==> config.mk <==
export PLATFORM = sky130hd
export DESIGN_NAME = noc_mem_responder_flat
export DESIGN_NICKNAME = d
export VERILOG_FILES = /design/src/rtl/noc_mem_responder_if.sv /design/src/rtl/noc_mem_responder.sv /design/src/flat_wrapper.sv
export SDC_FILE = /design/constraint.sdc
export NUM_CORES = 1
export LEC_CHECK = 0
export CAP_MARGIN = 20
export CORE_ASPECT_RATIO = 0.5
export CORE_MARGIN = 5
export CORE_UTILIZATION = 45
export CTS_BUF_LIST = sky130_fd_sc_hd__clkbuf_8
export DETAILED_ROUTE_END_ITERATION = 8
export PLACE_DENSITY = 0.82
export SLEW_MARGIN = 40
export SYNTH_ARGS = -nofsm -noshare
export SYNTH_HDL_FRONTEND = slang
export SYNTH_SLANG_ARGS = --single-unit
==> constraint.sdc <==
create_clock -name clk -period 5.9 [get_ports clk]
set_input_delay 1.18 -clock clk [delete_from_list [all_inputs] [get_ports clk]]
set_output_delay 1.18 -clock clk [all_outputs]
set_load 0.03 [all_outputs]
==> src/rtl/noc_mem_responder_if.sv <==
// Bus bundle for noc_mem_responder: request from the packet collector, RAM port-2 access and
// response to the splitter.
//   slave  : responder view (takes requests, drives RAM, produces responses)
//   master : environment view (collector + RAM + splitter)
interface noc_mem_responder_if #(
  parameter int unsigned NODE_COUNT      = 9,
  parameter int unsigned PACKET_ID_WIDTH = 5,
  parameter int unsigned AWIDTH          = 32,
  parameter int unsigned DWIDTH          = 32,
  parameter int unsigned SIZE            = 512,
  parameter int unsigned BYTE            = 8
);
  localparam int unsigned NW = $clog2(NODE_COUNT);
  localparam int unsigned RW = $clog2(SIZE * BYTE / 4);

  // Request from the collector
  logic                       req_valid;
  logic                       req_ready;
  logic [NW-1:0]              req_src;
  logic [PACKET_ID_WIDTH-1:0] req_pkt_id;
  logic                       req_cmd;
  logic [1:0]                 req_width;
  logic [AWIDTH-1:0]          req_addr;
  logic [DWIDTH-1:0]          req_wdata;

  // RAM port 2
  logic                       ram_en;
  logic                       ram_we;
  logic [RW-1:0]              ram_addr;
  logic [3:0]                 ram_be;
  logic [31:0]                ram_wdata;
  logic [31:0]                ram_rdata;

  // Response to the splitter
  logic                       rsp_valid;
  logic                       rsp_ready;
  logic [NW-1:0]              rsp_dest;
  logic [PACKET_ID_WIDTH-1:0] rsp_pkt_id;
  logic [1:0]                 rsp_status;
  logic [31:0]                rsp_rdata;

  modport slave (
    input  req_valid, req_src, req_pkt_id, req_cmd, req_width, req_addr, req_wdata,
    output req_ready,
    output ram_en, ram_we, ram_addr, ram_be, ram_wdata,
    input  ram_rdata,
    output rsp_valid, rsp_dest, rsp_pkt_id, rsp_status, rsp_rdata,
    input  rsp_ready
  );

  modport master (
    output req_valid, req_src, req_pkt_id, req_cmd, req_width, req_addr, req_wdata,
    input  req_ready,
    input  ram_en, ram_we, ram_addr, ram_be, ram_wdata,
    output ram_rdata,
    input  rsp_valid, rsp_dest, rsp_pkt_id, rsp_status, rsp_rdata,
    output rsp_ready
  );
endinterface

==> src/rtl/noc_mem_responder.sv <==
// Serves one remote memory request at a time: captures a request packet, checks it against this
// node's memory window, performs the access on RAM port 2 and returns one response packet.
// Ports:
//   clk  : clock, all logic on posedge
//   rst  : synchronous active-high reset
//   bus  : noc_mem_responder_if.slave (request in, RAM port 2, response out)
module noc_mem_responder #(
  parameter int unsigned NODE_ID         = 0,
  parameter int unsigned NODE_COUNT      = 9,
  parameter int unsigned PACKET_ID_WIDTH = 5,
  parameter int unsigned AWIDTH          = 32,
  parameter int unsigned DWIDTH          = 32,
  parameter int unsigned SIZE            = 512,
  parameter int unsigned BYTE            = 8
) (
  input logic               clk,
  input logic               rst,
  noc_mem_responder_if.slave bus
);
  localparam int unsigned NW = $clog2(NODE_COUNT);
  localparam int unsigned RW = $clog2(SIZE * BYTE / 4);

  localparam logic [AWIDTH-1:0] WinBase = AWIDTH'(NODE_ID * SIZE * BYTE);
  localparam logic [AWIDTH-1:0] WinSpan = AWIDTH'(SIZE * BYTE - 1);

  localparam logic [1:0] StatusOk  = 2'b01;
  localparam logic [1:0] StatusErr = 2'b10;

  typedef enum logic [1:0] {StIdle, StAccess, StWait, StResp} state_e;

  state_e                     state_q;
  logic [NW-1:0]              src_q;
  logic [PACKET_ID_WIDTH-1:0] pkt_id_q;
  logic                       cmd_q;
  logic [1:0]                 width_q;
  logic [AWIDTH-1:0]          addr_q;
  logic [DWIDTH-1:0]          wdata_q;

  logic                       rsp_valid_q;
  logic [NW-1:0]              rsp_dest_q;
  logic [PACKET_ID_WIDTH-1:0] rsp_pkt_id_q;
  logic [1:0]                 rsp_status_q;
  logic [31:0]                rsp_rdata_q;

  logic [AWIDTH-1:0] offset;
  logic              in_window;
  logic              acc_err;
  logic [1:0]        lane;
  logic [3:0]        be;

  // Address below the base wraps to a huge offset, so one unsigned compare covers both bounds.
  always_comb begin
    offset    = addr_q - WinBase;
    in_window = (offset <= WinSpan);
    lane      = addr_q[1:0];
    acc_err   = !in_window
              || (width_q == 2'b11)
              || ((width_q == 2'b01) && addr_q[0])
              || ((width_q == 2'b10) && (addr_q[1:0] != 2'b00));
    unique case (width_q)
      2'b00:   be = 4'b0001 << lane;
      2'b01:   be = 4'b0011 << lane;
      default: be = 4'b1111;
    endcase
  end

  // RAM strobe is only raised in ACCESS for a legal request; rst blocks a coincident strobe.
  always_comb begin
    bus.ram_en    = 1'b0;
    bus.ram_we    = 1'b0;
    bus.ram_addr  = '0;
    bus.ram_be    = '0;
    bus.ram_wdata = '0;
    if ((state_q == StAccess) && !rst && !acc_err) begin
      bus.ram_en    = 1'b1;
      bus.ram_we    = cmd_q;
      bus.ram_addr  = offset[RW+1:2];
      bus.ram_be    = be;
      bus.ram_wdata = 32'(wdata_q) << {lane, 3'b000};
    end
  end

  assign bus.req_ready  = (state_q == StIdle) && !rst;
  assign bus.rsp_valid  = rsp_valid_q;
  assign bus.rsp_dest   = rsp_dest_q;
  assign bus.rsp_pkt_id = rsp_pkt_id_q;
  assign bus.rsp_status = rsp_status_q;
  assign bus.rsp_rdata  = rsp_rdata_q;

  always_ff @(posedge clk) begin
    if (rst) begin
      state_q      <= StIdle;
      src_q        <= '0;
      pkt_id_q     <= '0;
      cmd_q        <= 1'b0;
      width_q      <= 2'b00;
      addr_q       <= '0;
      wdata_q      <= '0;
      rsp_valid_q  <= 1'b0;
      rsp_dest_q   <= '0;
      rsp_pkt_id_q <= '0;
      rsp_status_q <= 2'b00;
      rsp_rdata_q  <= '0;
    end else begin
      unique case (state_q)
        StIdle: begin
          if (bus.req_valid) begin
            src_q    <= bus.req_src;
            pkt_id_q <= bus.req_pkt_id;
            cmd_q    <= bus.req_cmd;
            width_q  <= bus.req_width;
            addr_q   <= bus.req_addr;
            wdata_q  <= bus.req_wdata;
            state_q  <= StAccess;
          end
        end
        StAccess: begin
          rsp_dest_q   <= src_q;
          rsp_pkt_id_q <= pkt_id_q;
          if (acc_err) begin
            rsp_status_q <= StatusErr;
            rsp_rdata_q  <= '0;
            rsp_valid_q  <= 1'b1;
            state_q      <= StResp;
          end else if (cmd_q) begin
            rsp_status_q <= StatusOk;
            rsp_rdata_q  <= '0;
            rsp_valid_q  <= 1'b1;
            state_q      <= StResp;
          end else begin
            state_q <= StWait;
          end
        end
        StWait: begin
          // RAM has one cycle of read latency, so data issued in ACCESS is present here.
          rsp_rdata_q  <= bus.ram_rdata;
          rsp_status_q <= StatusOk;
          rsp_valid_q  <= 1'b1;
          state_q      <= StResp;
        end
        StResp: begin
          if (bus.rsp_ready) begin
            rsp_valid_q <= 1'b0;
            state_q     <= StIdle;
          end
        end
        default: state_q <= StIdle;
      endcase
    end
  end
endmodule

==> src/flat_wrapper.sv <==
// flat-port wrapper written by rule: the top's interface ports become plain ports
module noc_mem_responder_flat 
#(
  parameter int unsigned NODE_ID         = 0,
  parameter int unsigned NODE_COUNT      = 9,
  parameter int unsigned PACKET_ID_WIDTH = 5,
  parameter int unsigned AWIDTH          = 32,
  parameter int unsigned DWIDTH          = 32,
  parameter int unsigned SIZE            = 512,
  parameter int unsigned BYTE            = 8
)
  (clk, rst, bus_req_valid, bus_req_src, bus_req_pkt_id, bus_req_cmd, bus_req_width, bus_req_addr, bus_req_wdata, bus_req_ready, bus_ram_en, bus_ram_we, bus_ram_addr, bus_ram_be, bus_ram_wdata, bus_ram_rdata, bus_rsp_valid, bus_rsp_dest, bus_rsp_pkt_id, bus_rsp_status, bus_rsp_rdata, bus_rsp_ready);
  noc_mem_responder_if #(.NODE_COUNT(NODE_COUNT), .PACKET_ID_WIDTH(PACKET_ID_WIDTH), .AWIDTH(AWIDTH), .DWIDTH(DWIDTH), .SIZE(SIZE), .BYTE(BYTE)) bus_i ();
  input logic clk;
  input logic rst;
  input wire logic [$bits(bus_i.req_valid)-1:0] bus_req_valid;
  input wire logic [$bits(bus_i.req_src)-1:0] bus_req_src;
  input wire logic [$bits(bus_i.req_pkt_id)-1:0] bus_req_pkt_id;
  input wire logic [$bits(bus_i.req_cmd)-1:0] bus_req_cmd;
  input wire logic [$bits(bus_i.req_width)-1:0] bus_req_width;
  input wire logic [$bits(bus_i.req_addr)-1:0] bus_req_addr;
  input wire logic [$bits(bus_i.req_wdata)-1:0] bus_req_wdata;
  output wire logic [$bits(bus_i.req_ready)-1:0] bus_req_ready;
  output wire logic [$bits(bus_i.ram_en)-1:0] bus_ram_en;
  output wire logic [$bits(bus_i.ram_we)-1:0] bus_ram_we;
  output wire logic [$bits(bus_i.ram_addr)-1:0] bus_ram_addr;
  output wire logic [$bits(bus_i.ram_be)-1:0] bus_ram_be;
  output wire logic [$bits(bus_i.ram_wdata)-1:0] bus_ram_wdata;
  input wire logic [$bits(bus_i.ram_rdata)-1:0] bus_ram_rdata;
  output wire logic [$bits(bus_i.rsp_valid)-1:0] bus_rsp_valid;
  output wire logic [$bits(bus_i.rsp_dest)-1:0] bus_rsp_dest;
  output wire logic [$bits(bus_i.rsp_pkt_id)-1:0] bus_rsp_pkt_id;
  output wire logic [$bits(bus_i.rsp_status)-1:0] bus_rsp_status;
  output wire logic [$bits(bus_i.rsp_rdata)-1:0] bus_rsp_rdata;
  input wire logic [$bits(bus_i.rsp_ready)-1:0] bus_rsp_ready;
  assign bus_i.req_valid = bus_req_valid;
  assign bus_i.req_src = bus_req_src;
  assign bus_i.req_pkt_id = bus_req_pkt_id;
  assign bus_i.req_cmd = bus_req_cmd;
  assign bus_i.req_width = bus_req_width;
  assign bus_i.req_addr = bus_req_addr;
  assign bus_i.req_wdata = bus_req_wdata;
  assign bus_req_ready = bus_i.req_ready;
  assign bus_ram_en = bus_i.ram_en;
  assign bus_ram_we = bus_i.ram_we;
  assign bus_ram_addr = bus_i.ram_addr;
  assign bus_ram_be = bus_i.ram_be;
  assign bus_ram_wdata = bus_i.ram_wdata;
  assign bus_i.ram_rdata = bus_ram_rdata;
  assign bus_rsp_valid = bus_i.rsp_valid;
  assign bus_rsp_dest = bus_i.rsp_dest;
  assign bus_rsp_pkt_id = bus_i.rsp_pkt_id;
  assign bus_rsp_status = bus_i.rsp_status;
  assign bus_rsp_rdata = bus_i.rsp_rdata;
  assign bus_i.rsp_ready = bus_rsp_ready;
  noc_mem_responder #(.NODE_ID(NODE_ID), .NODE_COUNT(NODE_COUNT), .PACKET_ID_WIDTH(PACKET_ID_WIDTH), .AWIDTH(AWIDTH), .DWIDTH(DWIDTH), .SIZE(SIZE), .BYTE(BYTE)) u_core (.clk(clk), .rst(rst), .bus(bus_i));
endmodule
==> flow_summary.json, run 1 <==
{
  "cp-startpoint": "u_core.addr_q[0]",
  "cts_hold_buf": 0,
  "hpwl_microns": 11000,
  "drt_first_pass_iters": 4,
  "grt_max_degree": 94,
  "worst_setup_path_end_kind": "output port",
  "cts_root_buf": "clkbuf_8",
  "setup_viol_count_final": 0,
  "ios": 205,
  "path_class": "reg2out",
  "wl_per_cell_microns": 15.6,
  "drtIter0Drc": 281,
  "synthDistinctLibCells": 41,
  "post_cts_buffers": 0,
  "core_area_sq_um": 11700,
  "power.share.clock_pct": 26.6,
  "ctsLongestPathBuffers": 2,
  "grt_pass1_vias": 5059,
  "final_util_pct": 67.1,
  "syn_area_sq_um": 5370,
  "crit_path_max_incr_delay_ns": 0.75,
  "die_y_microns": 87.3,
  "synth_seq_area_share_pct": 45.4,
  "route.detailed.drc": 0,
  "wirelength_microns": 15900,
  "via_per_inst": 4.99,
  "combPwrFrac_pct": 37.1,
  "overflow": 0,
  "clk_latency_ns": 0.43,
  "clk_pin_slew_ns": 0.07,
  "initial_utilization_pct": 45.8,
  "finalCritPeriodShare_pct": 81.3,
  "fillers": 969,
  "crit_fanout": 21,
  "antenna_found_initial": 0,
  "cp.arrival_ns": 3.62,
  "syn_area_per_cell_sq_um": 8.06,
  "die_area_sq_um": 14400,
  "crit_chain": "nor2_1 -> o31ai_2 -> or4_4 -> inv_2 -> and3_1 -> clkdlybuf4s50_1",
  "post-route-min-period_ns": 4.80,
  "timing.fmax_mhz": 209,
  "status": "finished clean",
  "syn_to_final_growth_pct": 46.5,
  "numCtsBuffers": 17,
  "finClkSkew_ns": 0.0163,
  "cts_tree": "built",
  "post_cts_resized": 0,
  "hold_class": "reg2reg",
  "ant_nets": 0,
  "r2r_cells": 6,
  "n_antenna_cell": 0,
  "synth_seq_cells": 122,
  "seqPwrFrac_pct": 36.3,
  "rsz0062_at_grt": "false",
  "cp_data_required_time_ns": 4.72,
  "drive_above_1_share_pct": 7.10,
  "start_kind": "flop",
  "slew_viol_final": 0,
  "hold_depth": 2,
  "max_cap_viol_count": 0,
  "p_int_mw": 1.83,
  "p_per_area_nw_per_um2": 371,
  "dieWidth_microns": 165,
  "port_buffers": 204,
  "min_from": "u_core.wdata_q[24]",
  "tns_ns": 0,
  "grt_util_all_layers_pct": 21.9,
  "finalHoldViolCount": 0,
  "clock-sinks": 122,
  "vias": 5112,
  "ys_warn_count": 0,
  "slew_headroom_pct": 47.0,
  "switching_share_pct": 37.4,
  "crit_slowest_cell": "or4_4",
  "gp_congestion": 0.827,
  "synth_nets": 784,
  "p_leak_nw": 2.94,
  "syn_inst": 667,
  "max-vdd-ir-drop_mv": 0.241,
  "ctsHtreeMaxLevel": 4,
  "p_sw_mw": 1.09,
  "worst_pin_slew_ns": 0.796,
  "final_nets": 963,
  "rows": 28,
  "grt_pass1_wl_microns": 25100,
  "timing.rr.start": "u_core.state_q[1]"
}
[synth_stat cells]
cell type  number  share of area, %
mux2i_1        58                11
buf_2           1             0.093
and2_1         12               1.4
o41ai_1         1              0.16
nand4b_1        1              0.16
o31ai_4         1              0.40
inv_2           1             0.070
buf_4           4              0.56
and3_1          8              0.93
or4_4           1              0.21
o21a_1          1              0.14
nor2_1         38               2.7
dfxtp_1       122                45
o31ai_2         1              0.23
nand4_2         1              0.23
a221oi_1        1              0.16
buf_6           2              0.42
a21o_1          1              0.14
or3_1           2              0.23
nor4_1          1              0.12
nand2b_1        1              0.12
o22ai_1         1              0.12
o21ai_0         1             0.093
nand3b_1        1              0.14
nor3_2          1              0.19
a32o_1          2              0.37
inv_1           7              0.49
a211oi_2        8               1.9
nor4_2          4              0.93
clkinv_1        1             0.070
o311ai_0        1              0.16
nor3_1          2              0.19
clkbuf_1       38               2.7
buf_1           6              0.42
o21bai_1        1              0.14
nand2_1       219                15
or4b_1          1              0.19
a21oi_1        88               8.2
ha_1            5               1.2
a211oi_1        9               1.3
nor2b_1        12               1.4
[layout by cell type, fill, tap and decap left out, types with 2 or more instances in the layout]
cell and n:
or3_1 2, buf_4 6, a211oi_1 9, mux2i_1 58, and3_1 8, clkdlybuf4s50_1 203, nand2_1 218, dfxtp_1 121
clkinv_2 3, a32o_1 2, nor2_1 38, nor4_2 4, clkinvlp_4 2, ha_1 5, nor3_1 2, clkinv_4 5
bufinv_16 3, a21oi_1 88, a211oi_2 8, inv_1 8, clkbuf_8 17, and2_1 11, nor2b_1 11
[worst max-delay path: cells and delay by family (launching register included)]
kind / cells / cell delay [ns]
AOI/OAI and AO/OA: 1 / 0.26
and+or+nand+nor: 3 / 1.58
buffers and inverters: 2 / 1.03
DFF: 1 / 0.32
[state kept, by name, indices dropped and copies added, names as in the netlist]
register	flops
u_core.addr_q	32
u_core.bus.rsp_rdata	32
u_core.wdata_q	32
u_core.bus.rsp_pkt_id	5
u_core.pkt_id_q	5
u_core.bus.rsp_dest	4
u_core.src_q	4
u_core.bus.rsp_status	2
u_core.state_q	2
u_core.width_q	2
u_core.bus.rsp_valid	1
u_core.cmd_q	1
[final timing paths]
| path | to | slack, ns |
|---|---|---|
| setup / recovery | bus_ram_wdata[3] | 1.10 |
| hold / removal | u_core.wdata_q[24] | 0.45 |
| setup reg to reg | u_core.bus.rsp_rdata[17] | 3.49 |
| hold reg to reg | u_core.wdata_q[24] | 0.45 |
[power by group through the flow]
| stage | logic, mW | registers, mW | clock network [mW] |
|---|---|---|---|
| floorplan | 0.730 | 1.12 | 0 |
| detailed placement | 1.08 | 1.08 | 0 |
| global route | 1.19 | 1.08 | 0.829 |
| finish | 1.08 | 1.06 | 0.776 |
| global placement | 1.06 | 1.07 | 0 |
| CTS | 1.09 | 1.06 | 0.787 |
[metrics by stage]
stage / cells / power, mW / worst slack [ns] / hold slack, ns / area [sq um]
detailed placement: 992 / 2.16 / 1.39 / 0.443 / 7460
floorplan: 667 / 1.85 / 2.30 / 0.432 / 5370
CTS: 1024 / 2.94 / 1.12 / 0.454 / 7870
global route: 1024 / 3.09 / 0.977 / 0.478 / 7870
finish: 1024 / 2.92 / 1.10 / 0.451 / 7870
global placement: 992 / 2.13 / 1.45 / 0.438 / 7450
[layout make-up]
| class | instances | area [sq um] | share of cell area [%] |
|---|---|---|---|
| clock buffers | 17 | 234 | 2.97 |
| clock inverters | 15 | 176 | 2.24 |
| inverters | 9 | 33.8 | 0.429 |
| multi-input cells | 485 | 2690 | 34.1 |
| flip-flops and latches | 122 | 2440 | 31.0 |
| well taps | 165 | 206 | 2.62 |
| repair buffers | 211 | 2090 | 26.6 |
[layer usage]
metal,up-vias,track usage (%),wire length (microns)
li1,2568,-,-
met1,2380,26.7,6730
met2,130,37.8,7970
met3,34,4.78,825
met4,0,9.28,399
met5,-,0,0
[logic make-up after synthesis]
kind of cell	synth area share (%)
simple gates	24.4
buf+inv	4.77
flops	45.4
mux	10.8
compound gates	13.4
fa+ha+maj	1.16
(Power assumes the default switching activity.)
==> run 2: changes to the inputs <==
clock period = 4.6 ns   (was 5.9 ns; I/O delays follow)
==> run 2 against run 1 <==
  * Combinational power rose by 30%
  * Critical path depth is the same
  * Critical path type unchanged
  * Clock skew is 0.0036 ns lower
  * Largest power group unchanged
  * Largest cell class unchanged
==> flow_summary.json, run 2 (synthesis gave the netlist of run 1 again) <==
{
  "status": "finished clean",
  "dieWidth_microns": 165,
  "start_kind": "flop",
  "final_nets": 966,
  "p_per_area_nw_per_um2": 464,
  "ctsLongestPathBuffers": 2,
  "drive_above_1_share_pct": 7.42,
  "gp_congestion": 0.789,
  "cp-startpoint": "u_core.addr_q[16]",
  "tns_ns": 0,
  "grt_pass1_wl_microns": 25100,
  "port_buffers": 204,
  "hold_class": "reg2reg",
  "slew_viol_final": 0,
  "finClkSkew_ns": 0.0127,
  "wl_per_cell_microns": 15.7,
  "crit_fanout": 21,
  "cts_tree": "built",
  "timing.fmax_mhz": 229,
  "n_antenna_cell": 0,
  "rsz0062_at_grt": "false",
  "wirelength_microns": 16100,
  "die_y_microns": 87.3,
  "dpl_cell_area_sq_um": 7490,
  "clk_latency_ns": 0.44,
  "route.detailed.drc": 0,
  "setup_viol_count_final": 0,
  "drtIter0Drc": 303,
  "hpwl_microns": 11300,
  "p_leak_nw": 2.93,
  "fillers": 991,
  "cts_hold_buf": 0,
  "final_common_cell": "nand2_1",
  "multiInputGateArea_sq_um": 2690,
  "layout_common_cells": "nand2_1, clkdlybuf4s50_1, dfxtp_1, a21oi_1, mux2i_1",
  "worst_pin_slew_ns": 0.744,
  "die_area_sq_um": 14400,
  "r2r_cells": 7,
  "whs_ns": 0.453,
  "max-vdd-ir-drop_mv": 0.382,
  "drt_first_pass_iters": 5,
  "ios": 205,
  "overflow": 0,
  "timing.rr.start": "u_core.state_q[1]",
  "path_class": "reg2out",
  "grt_pass1_vias": 5027,
  "clk_pin_slew_ns": 0.08,
  "grt_util_all_layers_pct": 22.1,
  "grt_max_degree": 94,
  "core_area_sq_um": 11700,
  "worst_setup_path_end_kind": "output port",
  "vias": 5132,
  "finalHoldViolCount": 0,
  "final_util_pct": 66.9,
  "initial_utilization_pct": 45.8,
  "antenna_found_initial": 0,
  "ant_nets": 0,
  "post-route-min-period_ns": 4.37,
  "syn_to_final_growth_pct": 46.2,
  "cts_root_buf": "clkbuf_8",
  "post_cts_buffers": 0,
  "rows": 28,
  "dp.cells": 995,
  "via_per_inst": 5.00,
  "cp_data_required_time_ns": 3.68,
  "hold_depth": 2,
  "slew_headroom_pct": 50.3,
  "numCtsBuffers": 17,
  "finalCritPeriodShare_pct": 94.9,
  "ctsHtreeMaxLevel": 4,
  "final_area_sq_um": 7860,
  "min_from": "u_core.addr_q[9]",
  "post_cts_resized": 0,
  "cp.arrival_ns": 3.45,
  "max_cap_viol_count": 0,
  "clock-sinks": 122,
  "finalNonFillerCells": 1027,
  "seq_area_sq_um": 2440
}
run 2: cell count changes in the layout (fill, tap and decap cells not counted), sizes merged:
cell      before  now
buf            8   11
bufinv         3    1
clkinvlp       2    4
run 2: worst paths after layout:
| kind | end | slack, ns |
|---|---|---|
| max | bus_ram_wdata[6] | 0.23 |
| max reg2reg | u_core.bus.rsp_rdata[18] | 2.41 |
| min reg2reg | u_core.addr_q[9] | 0.45 |
| min | u_core.addr_q[9] | 0.45 |
run 2: routing by layer:
layer,up-vias,wire length [microns],global-route usage [%],part of all wire (%)
met5,-,0,0,0
met4,0,359,9.36,2.2
met3,31,932,4.54,5.8
met2,142,8200,39.2,51
met1,2382,6590,26.2,41
li1,2577,-,-,-
run 2: metrics by stage:
stage | power [mW] | worst slack, ns
2_1_floorplan | 2.37 | 1.52
3_3_place_gp | 2.75 | 0.692
3_5_place_dp | 2.79 | 0.602
4_1_cts | 3.66 | 0.215
5_1_grt | 3.86 | 0.0582
6_report | 3.64 | 0.233
run 2: worst max-delay path, cell delays in order, from the launching register on:
cell	delay, ns
dfxtp_1	0.32
nor4_2	0.34
nand4_2	0.27
or4_4	0.77
inv_2	0.39
and3_1	0.24
clkdlybuf4s50_1	0.68
run 2: area by class of cell:
type	count	share of cell area [%]
well taps	165	2.63
multi-input cells	485	34.3
repair buffers	214	26.9
clock inverters	15	1.66
clock buffers	17	2.98
flip-flops and latches	122	31.1
inverters	9	0.430
run 2: power by group:
part           leakage [nW]  internal (mW)  total, mW  switching, mW
Sequential            0.996           1.24       1.36          0.128
Combinational          1.75          0.579       1.40          0.819
Clock                 0.180          0.426      0.881          0.456
==> run 3: changes to the inputs <==
CORE_UTILIZATION = 37   (was 45)
PLACE_DENSITY = 0.69   (was 0.82)
==> run 3 against run 2 <==
  * Sequential share of layout area is 0.33 points lower
  * Clock power is 13% higher
  * Critical path depth stayed put
  * Critical path type unchanged
  * Critical endpoint is now bus_ram_addr[4]
  * Via count is 1.3% lower
==> flow_summary.json, run 3 (synthesis gave the netlist of run 1 again) <==
{
  "port_buffers": 204,
  "dieWidth_microns": 180,
  "overflow": 0,
  "slew_headroom_pct": 48.7,
  "timing.fmax_mhz": 231,
  "tns_ns": 0,
  "drive_above_1_share_pct": 8.00,
  "gp_congestion": 0.784,
  "power.total_mw": 3.77,
  "hold_depth": 2,
  "dpl_worst_slack_ns": 0.618,
  "ctsLongestPathBuffers": 2,
  "hold_class": "reg2reg",
  "r2r_cells": 7,
  "clock-sinks": 122,
  "syn_to_final_growth_pct": 47.8,
  "cp.arrival_ns": 3.41,
  "cp_data_required_time_ns": 3.68,
  "rows": 31,
  "grt_util_all_layers_pct": 18.6,
  "die_area_sq_um": 17200,
  "layout_common_cells": "nand2_1, clkdlybuf4s50_1, dfxtp_1, a21oi_1, mux2i_1",
  "ctsHtreeMaxLevel": 4,
  "via_per_inst": 4.77,
  "setup_viol_count_final": 0,
  "slew_viol_final": 0,
  "die_y_microns": 95.2,
  "antenna_found_initial": 0,
  "max-vdd-ir-drop_mv": 0.262,
  "numCtsBuffers": 17,
  "drt_first_pass_iters": 4,
  "finalCritPeriodShare_pct": 94.1,
  "post_cts_resized": 0,
  "start_kind": "flop",
  "finClkSkew_ns": 0.0183,
  "timing.rr.start": "u_core.state_q[1]",
  "grt_max_degree": 94,
  "grt_pass1_wl_microns": 25800,
  "min_from": "u_core.wdata_q[28]",
  "clk_pin_slew_ns": 0.07,
  "final_common_cell": "nand2_1",
  "ios": 205,
  "setup_ws_ns": 0.273,
  "final_area_sq_um": 7940,
  "rsz0062_at_grt": "false",
  "final_nets": 967,
  "fillers": 1366,
  "route.detailed.drc": 0,
  "max_cap_viol_count": 0,
  "finalHoldViolCount": 0,
  "rr_endpoint": "u_core.bus.rsp_rdata[10]",
  "grt_pass1_vias": 5120,
  "vias": 5066,
  "p_per_area_nw_per_um2": 474,
  "post_cts_buffers": 0,
  "path_class": "reg2out",
  "cts_tree": "built",
  "status": "finished clean",
  "min_to": "u_core.wdata_q[28]",
  "drtIter0Drc": 241,
  "worst_pin_slew_ns": 0.768,
  "cts_root_buf": "clkbuf_8",
  "dpl_cell_area_sq_um": 7530,
  "worst_setup_path_end_kind": "output port",
  "cts_hold_buf": 0,
  "n_antenna_cell": 0,
  "wirelength_microns": 16300,
  "core_area_sq_um": 14400,
  "initial_utilization_pct": 37.4,
  "crit_fanout": 21,
  "whs_ns": 0.454,
  "post-route-min-period_ns": 4.33,
  "ant_nets": 0,
  "r2r_slack_ns": 2.41,
  "wl_per_cell_microns": 15.3,
  "p_leak_nw": 2.97,
  "clk_latency_ns": 0.43,
  "hpwl_microns": 11500
}
==> run 3: worst max-delay path by stage <==
stage / from / end / slack, ns / cells after the start
2_1_floorplan: rst / bus_ram_be[1] / 1.52 / 4
3_3_place_gp: rst / bus_ram_wdata[0] / 0.68 / 6
3_5_place_dp: rst / bus_ram_wdata[5] / 0.62 / 6
4_1_cts: u_core.addr_q[16] / bus_ram_wdata[5] / 0.22 / 6
5_1_grt: u_core.addr_q[29] / bus_ram_addr[6] / 0.13 / 6
6_report: u_core.addr_q[16] / bus_ram_addr[4] / 0.27 / 6
==> run 3: where the power goes <==
| group | switching [mW] | internal (mW) |
|---|---|---|
| sequential | 0.117 | 1.24 |
| clock | 0.459 | 0.536 |
| combinational | 0.834 | 0.583 |
==> run 3: layout make-up <==
class	instances	area (sq um)	share of cell area (%)
multi-input combinational	485	2690	33.9
sequential	122	2440	30.8
timing repair buffer	215	2110	26.6
tap	198	248	3.12
clock buffer	17	234	2.95
clock inverter	15	176	2.22
inverter	9	33.8	0.425
==> run 3: metrics by stage <==
step / cells / util [%]
global route: 1061 / 55.3
detailed placement: 1029 / 52.5
finish: 1061 / 55.3
global placement: 1029 / 52.4
floorplan: 667 / -
CTS: 1061 / 55.3
==> run 3: worst max-delay path, stage by stage (launching register included) <==
cell             delay (ns)
dfxtp_1                0.32
nor4_2                 0.33
nand4_2                0.29
or4_4                  0.78
inv_2                  0.38
and2_1                 0.20
clkdlybuf4s50_1        0.68
==> run 3: layer usage <==
metal | wire length, microns | part of all wire [%] | track usage, %
met5 | 0 | 0 | 0
met4 | 309 | 1.9 | 7.11
met3 | 650 | 4.0 | 4.42
met2 | 7930 | 49 | 31.3
met1 | 7370 | 45 | 23.5
